==> config.mk <==
export PLATFORM = sky130hd
export DESIGN_NAME = uart_rx_flat
export DESIGN_NICKNAME = d
export VERILOG_FILES = /design/src/rtl/uart_pkg.sv /design/src/rtl/uart_rx_if.sv /design/src/rtl/uart_rx_baud_tick.sv /design/src/rtl/uart_rx.sv /design/src/flat_wrapper.sv
export SDC_FILE = /design/constraint.sdc
export NUM_CORES = 1
export LEC_CHECK = 0
export CAP_MARGIN = 20
export CORE_ASPECT_RATIO = 1.25
export CORE_MARGIN = 4
export CORE_UTILIZATION = 44
export CTS_BUF_LIST = sky130_fd_sc_hd__clkbuf_16
export CTS_CLUSTER_SIZE = 24
export DETAILED_ROUTE_END_ITERATION = 10
export PLACE_DENSITY = 0.68
export SYNTH_ARGS = -nofsm -noshare
export SYNTH_HDL_FRONTEND = slang
export SYNTH_SLANG_ARGS = --single-unit
==> constraint.sdc <==
create_clock -name clk -period 2.4 [get_ports clk]
set_clock_uncertainty 0.1 [all_clocks]
set_input_delay 0.48 -clock clk [delete_from_list [all_inputs] [get_ports clk]]
set_output_delay 0.48 -clock clk [all_outputs]
set_load 0.1 [all_outputs]
==> src/rtl/uart_pkg.sv <==
// Shared UART definitions.
//   DATA_BITS       : payload bits per frame
//   uart_rx_state_e : receiver FSM encoding (PARITY only exists when
//                     UART_RX_PARITY_EN is defined)
//   calc_div        : clock-enable divider, shared with the transmitter
package uart_pkg;

  localparam int DATA_BITS = 8;

  typedef enum logic [2:0] {
    ST_IDLE      = 3'd0,
    ST_START     = 3'd1,
    ST_DATA      = 3'd2,
    ST_STOP      = 3'd3,
    ST_WAIT_IDLE = 3'd4
`ifdef UART_RX_PARITY_EN
    , ST_PARITY  = 3'd5
`endif
  } uart_rx_state_e;

  // Integer floor of CLK_FREQ/(BAUD*OVERSAMPLE). Clamped to 1 so a very
  // slow system clock degrades to "tick every cycle" instead of never ticking.
  function automatic int calc_div(input int clk_freq, input int baud,
                                  input int oversample);
    int d;
    d = clk_freq / (baud * oversample);
    if (d < 1) d = 1;
    return d;
  endfunction

endpackage

==> src/rtl/uart_rx_if.sv <==
// Receiver-side bundle between the RX pin and user logic.
//   rx        : raw serial line (idles high)
//   rx_data   : last correctly received byte
//   rx_valid  : one-clk strobe when rx_data updates
//   frame_err : one-clk strobe on bad stop (or parity) bit
//   busy      : high from start-bit acceptance until back in IDLE
//   state     : receiver FSM state, for observation only
// Handshake: there is no ready. rx_valid and frame_err are single-cycle
// strobes that are never high together; the consumer must capture rx_data
// in the cycle rx_valid is high.
// modport master : the receiver; modport slave : pin driver / consumer.
interface uart_rx_if;
  import uart_pkg::*;

  logic           rx;
  logic [7:0]     rx_data;
  logic           rx_valid;
  logic           frame_err;
  logic           busy;
  uart_rx_state_e state;

  modport master (
    input  rx,
    output rx_data, rx_valid, frame_err, busy, state
  );

  modport slave (
    output rx,
    input  rx_data, rx_valid, frame_err, busy, state
  );
endinterface

==> src/rtl/uart_rx_baud_tick.sv <==
// Oversampling clock-enable generator with a synchronous clear.
//   clk, rst_n : clock, async active-low reset
//   clear      : restart the count at 0 (aligns phase to a start edge)
//   tick       : one-clk pulse when the count reaches DIV-1
module uart_rx_baud_tick #(
  parameter int DIV = 651
) (
  input  logic clk,
  input  logic rst_n,
  input  logic clear,
  output logic tick
);
  localparam int CW = (DIV > 1) ? $clog2(DIV) : 1;
  localparam logic [CW-1:0] LAST = CW'(DIV - 1);

  logic [CW-1:0] cnt_q, cnt_d;

  always_comb begin
    cnt_d = cnt_q;
    tick  = 1'b0;
    if (clear) begin
      // Clear wins so no tick is emitted from the old phase.
      cnt_d = '0;
    end else if (cnt_q == LAST) begin
      tick  = 1'b1;
      cnt_d = '0;
    end else begin
      cnt_d = cnt_q + CW'(1);
    end
  end

  always_ff @(posedge clk or negedge rst_n) begin
    if (!rst_n) cnt_q <= '0;
    else        cnt_q <= cnt_d;
  end
endmodule

==> src/rtl/uart_rx.sv <==
// 8-bit asynchronous serial receiver, LSB first, 16x oversampling.
// Default frame is 8N1; defining UART_RX_PARITY_EN makes it 8E1 with a
// PARITY state between DATA and STOP.
//   clk   : system clock (rising edge)
//   rst_n : async assert, sync release, active low
//   bus   : uart_rx_if.master (rx in; rx_data/rx_valid/frame_err/busy/state out)
// OVERSAMPLE must be even and >= 8.
module uart_rx
  import uart_pkg::*;
#(
  parameter int CLK_FREQ   = 100_000_000,
  parameter int BAUD       = 9600,
  parameter int OVERSAMPLE = 16
) (
  input  logic        clk,
  input  logic        rst_n,
  uart_rx_if.master   bus
);
  localparam int DIV = calc_div(CLK_FREQ, BAUD, OVERSAMPLE);
  localparam int TCW = $clog2(OVERSAMPLE);
  localparam int BIW = $clog2(DATA_BITS);

  localparam logic [TCW-1:0] HALF_LAST = TCW'(OVERSAMPLE / 2 - 1);
  localparam logic [TCW-1:0] FULL_LAST = TCW'(OVERSAMPLE - 1);
  localparam logic [BIW-1:0] LAST_BIT  = BIW'(DATA_BITS - 1);

  // Two-flop synchronizer; resets to the idle line level.
  logic sync1_q, sync2_q;
  logic rx_s;

  uart_rx_state_e         state_q, state_d;
  logic [TCW-1:0]         tick_cnt_q, tick_cnt_d;
  logic [BIW-1:0]         bit_idx_q, bit_idx_d;
  logic [DATA_BITS-1:0]   shift_q, shift_d;
  logic [DATA_BITS-1:0]   rx_data_q, rx_data_d;
  logic                   rx_valid_q, rx_valid_d;
  logic                   frame_err_q, frame_err_d;
`ifdef UART_RX_PARITY_EN
  logic                   parity_ok_q, parity_ok_d;
`endif

  logic div_clear;
  logic tick;
  logic sample_half;   // mid start bit reached
  logic sample_full;   // one full bit period elapsed

  assign rx_s = sync2_q;

  uart_rx_baud_tick #(.DIV(DIV)) u_baud_tick (
    .clk   (clk),
    .rst_n (rst_n),
    .clear (div_clear),
    .tick  (tick)
  );

  assign sample_half = tick && (tick_cnt_q == HALF_LAST);
  assign sample_full = tick && (tick_cnt_q == FULL_LAST);

  always_comb begin
    state_d     = state_q;
    tick_cnt_d  = tick_cnt_q;
    bit_idx_d   = bit_idx_q;
    shift_d     = shift_q;
    rx_data_d   = rx_data_q;
    rx_valid_d  = 1'b0;
    frame_err_d = 1'b0;
    div_clear   = 1'b0;
`ifdef UART_RX_PARITY_EN
    parity_ok_d = parity_ok_q;
`endif

    // Ticks advance the bit-period counter in every counting state; the
    // sample points below override it with a restart.
    if (tick && (state_q != ST_IDLE) && (state_q != ST_WAIT_IDLE))
      tick_cnt_d = tick_cnt_q + TCW'(1);

    unique case (state_q)
      ST_IDLE: begin
        if (!rx_s) begin
          // Restart the divider so sampling is phased to this edge.
          div_clear  = 1'b1;
          tick_cnt_d = '0;
          state_d    = ST_START;
        end
      end

      ST_START: begin
        if (sample_half) begin
          tick_cnt_d = '0;
          if (!rx_s) begin
            bit_idx_d = '0;
            state_d   = ST_DATA;
          end else begin
            // Line went back high before mid start bit: a glitch.
            state_d = ST_IDLE;
          end
        end
      end

      ST_DATA: begin
        if (sample_full) begin
          tick_cnt_d         = '0;
          shift_d[bit_idx_q] = rx_s;
          if (bit_idx_q == LAST_BIT) begin
`ifdef UART_RX_PARITY_EN
            state_d = ST_PARITY;
`else
            state_d = ST_STOP;
`endif
          end else begin
            bit_idx_d = bit_idx_q + BIW'(1);
          end
        end
      end

`ifdef UART_RX_PARITY_EN
      ST_PARITY: begin
        if (sample_full) begin
          tick_cnt_d  = '0;
          // Even parity: data plus parity bit hold an even number of ones.
          parity_ok_d = ~(^{shift_q, rx_s});
          state_d     = ST_STOP;
        end
      end
`endif

      ST_STOP: begin
        if (sample_full) begin
          tick_cnt_d = '0;
`ifdef UART_RX_PARITY_EN
          if (rx_s && parity_ok_q) begin
            rx_data_d  = shift_q;
            rx_valid_d = 1'b1;
            state_d    = ST_IDLE;
          end else if (rx_s) begin
            // Bad parity but the line is idle again, so no need to wait.
            frame_err_d = 1'b1;
            state_d     = ST_IDLE;
          end else begin
            frame_err_d = 1'b1;
            state_d     = ST_WAIT_IDLE;
          end
`else
          if (rx_s) begin
            rx_data_d  = shift_q;
            rx_valid_d = 1'b1;
            state_d    = ST_IDLE;
          end else begin
            frame_err_d = 1'b1;
            state_d     = ST_WAIT_IDLE;
          end
`endif
        end
      end

      ST_WAIT_IDLE: begin
        // A held-low line (break) must not be decoded as repeated 0x00.
        if (rx_s) state_d = ST_IDLE;
      end

      default: state_d = ST_IDLE;
    endcase
  end

  always_ff @(posedge clk or negedge rst_n) begin
    if (!rst_n) begin
      sync1_q     <= 1'b1;
      sync2_q     <= 1'b1;
      state_q     <= ST_IDLE;
      tick_cnt_q  <= '0;
      bit_idx_q   <= '0;
      shift_q     <= '0;
      rx_data_q   <= '0;
      rx_valid_q  <= 1'b0;
      frame_err_q <= 1'b0;
`ifdef UART_RX_PARITY_EN
      parity_ok_q <= 1'b0;
`endif
    end else begin
      sync1_q     <= bus.rx;
      sync2_q     <= sync1_q;
      state_q     <= state_d;
      tick_cnt_q  <= tick_cnt_d;
      bit_idx_q   <= bit_idx_d;
      shift_q     <= shift_d;
      rx_data_q   <= rx_data_d;
      rx_valid_q  <= rx_valid_d;
      frame_err_q <= frame_err_d;
`ifdef UART_RX_PARITY_EN
      parity_ok_q <= parity_ok_d;
`endif
    end
  end

  assign bus.rx_data   = rx_data_q;
  assign bus.rx_valid  = rx_valid_q;
  assign bus.frame_err = frame_err_q;
  assign bus.busy      = (state_q != ST_IDLE);
  assign bus.state     = state_q;

endmodule

==> src/flat_wrapper.sv <==
// flat-port wrapper written by rule: the top's interface ports become plain ports
module uart_rx_flat import uart_pkg::*;
#(
  parameter int CLK_FREQ   = 100_000_000,
  parameter int BAUD       = 9600,
  parameter int OVERSAMPLE = 16
)
  (clk, rst_n, bus_rx, bus_rx_data, bus_rx_valid, bus_frame_err, bus_busy, bus_state);
  uart_rx_if bus_i ();
  input  logic clk;
  input  logic rst_n;
  input wire logic [$bits(bus_i.rx)-1:0] bus_rx;
  output wire logic [$bits(bus_i.rx_data)-1:0] bus_rx_data;
  output wire logic [$bits(bus_i.rx_valid)-1:0] bus_rx_valid;
  output wire logic [$bits(bus_i.frame_err)-1:0] bus_frame_err;
  output wire logic [$bits(bus_i.busy)-1:0] bus_busy;
  output wire logic [$bits(bus_i.state)-1:0] bus_state;
  assign bus_i.rx = bus_rx;
  assign bus_rx_data = bus_i.rx_data;
  assign bus_rx_valid = bus_i.rx_valid;
  assign bus_frame_err = bus_i.frame_err;
  assign bus_busy = bus_i.busy;
  assign bus_state = bus_i.state;
  uart_rx #(.CLK_FREQ(CLK_FREQ), .BAUD(BAUD), .OVERSAMPLE(OVERSAMPLE)) u_core (.clk(clk), .rst_n(rst_n), .bus(bus_i));
endmodule
Word level (Yosys, flattened, before mapping):

Index checks and enable logic that the tools add are counted.
Widths: inputs -> output; s select.

* register bits: 40
* latch bits: 0
* RAM bits: 0
* memory bits (read-only): 0
* memories kept: 0

* add/subtract/negate cells: 3
* $mul: 0
* div/mod/pow operators: 0
* magnitude comparators: 2
* eq/ne operators: 17
* shift-type cells: 0
* muxes and demuxes: 33
* bitwise logic cells: 0
* reductions and logical operators: 13

Operators with widths (number)
* $mux 3: 11
* $mux 10: 2
* $mux 4: 4
* $pmux 3 s5: 1
* $pmux 4 s3: 1
* $add 10x1->10 const B: 1
* $eq 10x10->1 const B: 1
* $mux 1: 10
* $ne 2x1->1 const B: 5
* $bwmux 8: 1
* $eq 3x2->1 const B: 2
* $eq 3x3->1 const B: 2
* $ne 2x2->1 const B: 3
* $pmux 3 s2: 1
* $reduce_and 6->1: 1
* $logic_and 1x1->1: 5
* $reduce_and 5->1: 1
* $add 4x1->4 const B: 1
* $eq 4x3->1 const B: 1
* $eq 4x4->1 const B: 1
* $lt 3x4->1 const B: 1
* $add 3x1->3 const B: 1
* $demux 1 s3: 1
* $eq 3x1->1 const B: 1
* other kinds (9): 9

Logic depth before layout (Yosys ltp):

* word-level depth: 8
* depth in mapped cells: 7
* gate-level depth less buffers: 6

By module:

Synthesis repeated with hierarchy kept, for this count alone.

* cells, all modules: 163
* area, all modules: 1875.5 um2

Modules (own cells, without submodules)
* uart_rx: instances 1, cells each 112, area each 1366.3 um2, sequential area each 753.2 um2
* uart_rx_baud_tick: instances 1, cells each 51, area each 509.2 um2, sequential area each 250.2 um2

Worst setup path before layout:

No wires, ideal clock.

* path type: register to output
* from: register u_core.state_q[2], in the netlist u_core.bus.state[2]
* to: output bus_busy
* arrival: 1.999 ns
* data required time: 1.820 ns
* setup slack: -0.179 ns
* stages on the path, launching flop included: 3
* path buffers: 1
* cells stage by stage: dfrtp_1 > clkbuf_1 > or3_1

* longest elaborated chain between the ends: 1

Ends and longest elaborated chain
* start: declaration: RTL line uart_rx.sv:31 `uart_rx_state_e state_q, state_d;`
* start signal: assignment: RTL line uart_rx.sv:182 `state_q <= state_d;`
* $reduce_bool 3->1: RTL line uart_rx.sv:198 `assign bus.busy = (state_q != ST_IDLE);`
* end: declaration: RTL line flat_wrapper.sv:16 `output wire logic [$bits(bus_i.busy)-1:0] bus_busy;`

No other way between the ends.

Worst setup path in the final report:

* from: register u_core.u_baud_tick.cnt_q[4]
* to: register u_core.rx_data_q[3], in the netlist u_core.bus.rx_data[3]

* longest elaborated chain between the ends: 5

Ends and longest elaborated chain
* start: declaration: RTL line uart_rx_baud_tick.sv:16 `logic [CW-1:0] cnt_q, cnt_d;`
* start signal: assignment: RTL line uart_rx_baud_tick.sv:34 `else cnt_q <= cnt_d;`
* $eq 10x10->1: RTL line uart_rx_baud_tick.sv:24 `end else if (cnt_q == LAST) begin`
* $mux 1: RTL line uart_rx_baud_tick.sv:24
* $mux 1: RTL line uart_rx_baud_tick.sv:21 `if (clear) begin`
* $logic_and 1x1->1: RTL line uart_rx.sv:57 `assign sample_full = tick && (tick_cnt_q == FULL_LAST);`
* $reduce_and 3->1 (no source line)
* end signal: assignment: RTL line uart_rx.sv:186 `rx_data_q <= rx_data_d;`
* end: declaration: RTL line uart_rx.sv:35 `logic [DATA_BITS-1:0] rx_data_q, rx_data_d;`

No other way between the ends.
A chain may end at the register's enable or synchronous reset.

==> results.yml <==
run_status:
  outcome: "finished clean"
cts:
  clk_latency_ns: 0.28
  cts.clk_slew.worst_paths_ns: 0.05
  cts_buffer_depth: 2
  clock_sinks: 40
  cts_tree: "built"
  post_cts_resized: 0
  cts_buffers: 5
  cts-htree-levels: 2
  postCtsSetupRepairBufs: 0
  cts_hold_buf: 0
  cts_root_buf: "clkbuf_16"
pwr:
  leakage_uw: 0.00113
  comb_power_share_pct: 1.1
  p_seq_share_pct: 47.3
  power_density_nw_per_um2: 602
  p_sw_share_pct: 18.9
  vdd_ir_drop_max_mv: 0.362
  intPower_uw: 1170
  pwr-share-clk_pct: 51.5
  p_sw_uw: 272
logic_synthesis:
  synth_edf_count: 0
  ys_seq_area_share_pct: 50.5
  syn_nets: 190
  synthCells: 182
  avgSynthCellArea_um2: 10.9
  async_flop_share_pct: 100
  synthesis.area_um2: 1990
  synth_flop_cell: "dfrtp_1"
  ys_warn_count: 0
  yosysUniqueCellTypes: 43
  synth-seq-cells: 40
timing:
  fmaxAchievable_mhz: 443
  tightest_slew_ns: 0.870
  fin_crit_ns: 2.26
  rsz0062_at_grt: "false"
  fin_crit_sh_pct: 94.0
  tns_ns: 0
  relSlewSlack_pct: 42.0
  setup_ws_ns: 0.144
  setup_viol_count_final: 0
  hold_viol_final: 0
  slew_violations: 0
finish:
  syn2layout_area_growth_pct: 20.4
  fin_cells: 266
  diodes: 0
  fin_area_um2: 2390
  final_nets: 215
  final_layout_size_suffix_gt1_share_pct: 26.9
place:
  portBuffers: 16
  post_dp_cell_area_um2: 2220
  place_congestion: 0.891
  place_ws_ns: 0.125
  dp_hpwl_um: 3070
  dp_cells: 258
worst_setup_path:
  critPathTopFamily: "simple AND/OR/NAND/NOR gates"
  crit_chain: "or4b_4 -> nor4_4 -> and4_1 -> buf_4 -> mux2_2"
  crit_buf_inv: 1
  criticalPathCategory: "reg2reg"
  cp-start-kind: "register"
  end_kind: "register"
  slowest_stage: "or4b_4"
  cp.required_ns: 2.46
  cpPeakStageDelay_ns: 0.56
  cp_max_fo: 8
  critPathArrivalTime_ns: 2.32
drt:
  vias: 1461
  drc: 0
  drtPass1Iterations: 4
  drtIter0Drc: 87
  routedWlPerCell_um: 15.3
  wl_um: 4070
  vias_per_cell: 5.49
  ant_nets: 0
floorplanning:
  core-area_um2: 4390
  die_y_um: 83.1
  ioPinCount: 17
  die-area_um2: 5660
  start_util_pct: 45.2
  num_rows: 27
  die_w_um: 68.1
global_routing:
  grt_use_total_pct: 16.1
  grt_antenna_before_repair: 0
  grt_overflow: 0
  grt_pass1_vias: 1492
  grt_pass1_wl_um: 7020
  grt_max_degree: 41
min_path:
  hp-class: "in2async"
flow_run:
  cap_violations: 0
metal layers:
metal	vias up	GRT usage (%)	part of all wire (%)
met5	-	0	0
met4	0	6.87	2.1
met3	9	3.92	3.0
met2	20	26.4	52
met1	727	19.6	43
li1	705	-	-
worst reg2reg max path: stages, from the launching register on:
cell and delay (ns):
dfrtp_1 0.42, or4b_4 0.56, nor4_4 0.32, and4_1 0.22
buf_4 0.17, mux2_2 0.34
path summary, 6_finish.rpt:
| check | slack, ns | depth (start not counted) | end | from |
|---|---|---|---|---|
| setup / recovery | 0.14 | 5 | u_core.bus.rx_data[3]$_DFFE_PN0P_ | u_core.u_baud_tick.cnt_q[4]$_DFF_PN0_ |
| hold / removal | 0.22 | 1 | u_core.bus.rx_valid$_DFF_PN0_ | rst_n |
| setup reg to reg | 0.14 | 5 | u_core.bus.rx_data[3]$_DFFE_PN0P_ | u_core.u_baud_tick.cnt_q[4]$_DFF_PN0_ |
| hold reg to reg | 0.25 | 0 | u_core.rx_s$_DFF_PN1_ | u_core.sync1_q$_DFF_PN1_ |
| max in group asynchronous | 1.43 | 1 | u_core.u_baud_tick.cnt_q[6]$_DFF_PN0_ | rst_n |
| min in group clk | 0.25 | 0 | u_core.rx_s$_DFF_PN1_ | u_core.sync1_q$_DFF_PN1_ |
flip-flops by register name, summed over array words and instances (netlist names), 3 cells and up:
signal                    cells
u_core.bus.rx_data            8
u_core.bit_idx_q              3
u_core.shift_q                8
u_core.u_baud_tick.cnt_q     10
u_core.bus.state              3
u_core.tick_cnt_q             4
kinds of logic (layout without fill, tap and decap cells):
kind of cell	Yosys count	after routing	share of synthesized area [%]
simple gates	80	80	22.9
buf+inv	11	37	2.58
fa+ha+maj	5	5	3.15
compound gates	18	18	6.36
flops	40	40	50.5
mux	17	17	9.58
xor+xnor	11	11	4.85
stage by stage:
stage          hold slack, ns  util (%)  total power [uW]
2_1_floorplan          0.0844         -               694
3_3_place_gp            0.246      50.6               710
3_5_place_dp            0.247      50.6               711
4_1_cts                 0.250      54.4              1460
5_1_grt                 0.264      54.4              1490
6_report                0.218      54.4              1440
power groups by stage:
stage / clock network, uW / registers [uW] / logic [uW]
4_1_cts: 764 / 682 / 17.7
3_3_place_gp: 0 / 694 / 16.9
2_1_floorplan: 0 / 691 / 3.25
5_1_grt: 787 / 682 / 19.4
3_5_place_dp: 0 / 694 / 17.7
6_report: 742 / 682 / 16.4
final cells by class:
cell class / instances / area, um2
well taps: 58 / 72.6
flip-flops and latches: 40 / 1000
clock buffers: 5 / 125
inverters: 4 / 15.0
clock inverters: 3 / 42.5
repair buffers: 25 / 200
multi-input cells: 131 / 932
fillers: 394 / 2000
synth_stat cells, drive strengths merged (2+ instances only):
cell | instances | share of area, %
o211ai | 4 | 1.5
and3 | 2 | 0.63
nor2 | 22 | 4.2
o21ai | 4 | 1.0
dfrtp | 38 | 48
xnor2 | 8 | 3.5
xor2 | 3 | 1.3
dfstp | 2 | 2.6
or4 | 2 | 0.76
or3 | 3 | 0.95
nand4 | 7 | 2.2
inv | 4 | 0.76
mux2 | 16 | 9.1
buf | 3 | 1.1
clkbuf | 4 | 0.76
nand2 | 9 | 1.7
nor3 | 2 | 0.50
and4 | 2 | 0.88
a21oi | 4 | 1.0
nor2b | 3 | 0.95
ha | 5 | 3.2
nand3 | 14 | 3.5
nor4 | 3 | 1.7
cells in the final DEF (no fill, tap or decap), drive strengths merged, types with 2 or more instances in the layout:
cell type and instances:
dfrtp 38, buf 24, nor2 22, mux2 16, nand3 14, nand2 9, xnor2 8, nand4 7
ha 5, clkbuf 5, o21ai 4, a21oi 4, inv 4, o211ai 4, nor2b 3, xor2 3
nor4 3, or3 3, or4 2, and3 2, nor3 2, and4 2, dfstp 2
No activity file was read; power rests on OpenSTA's default activity.
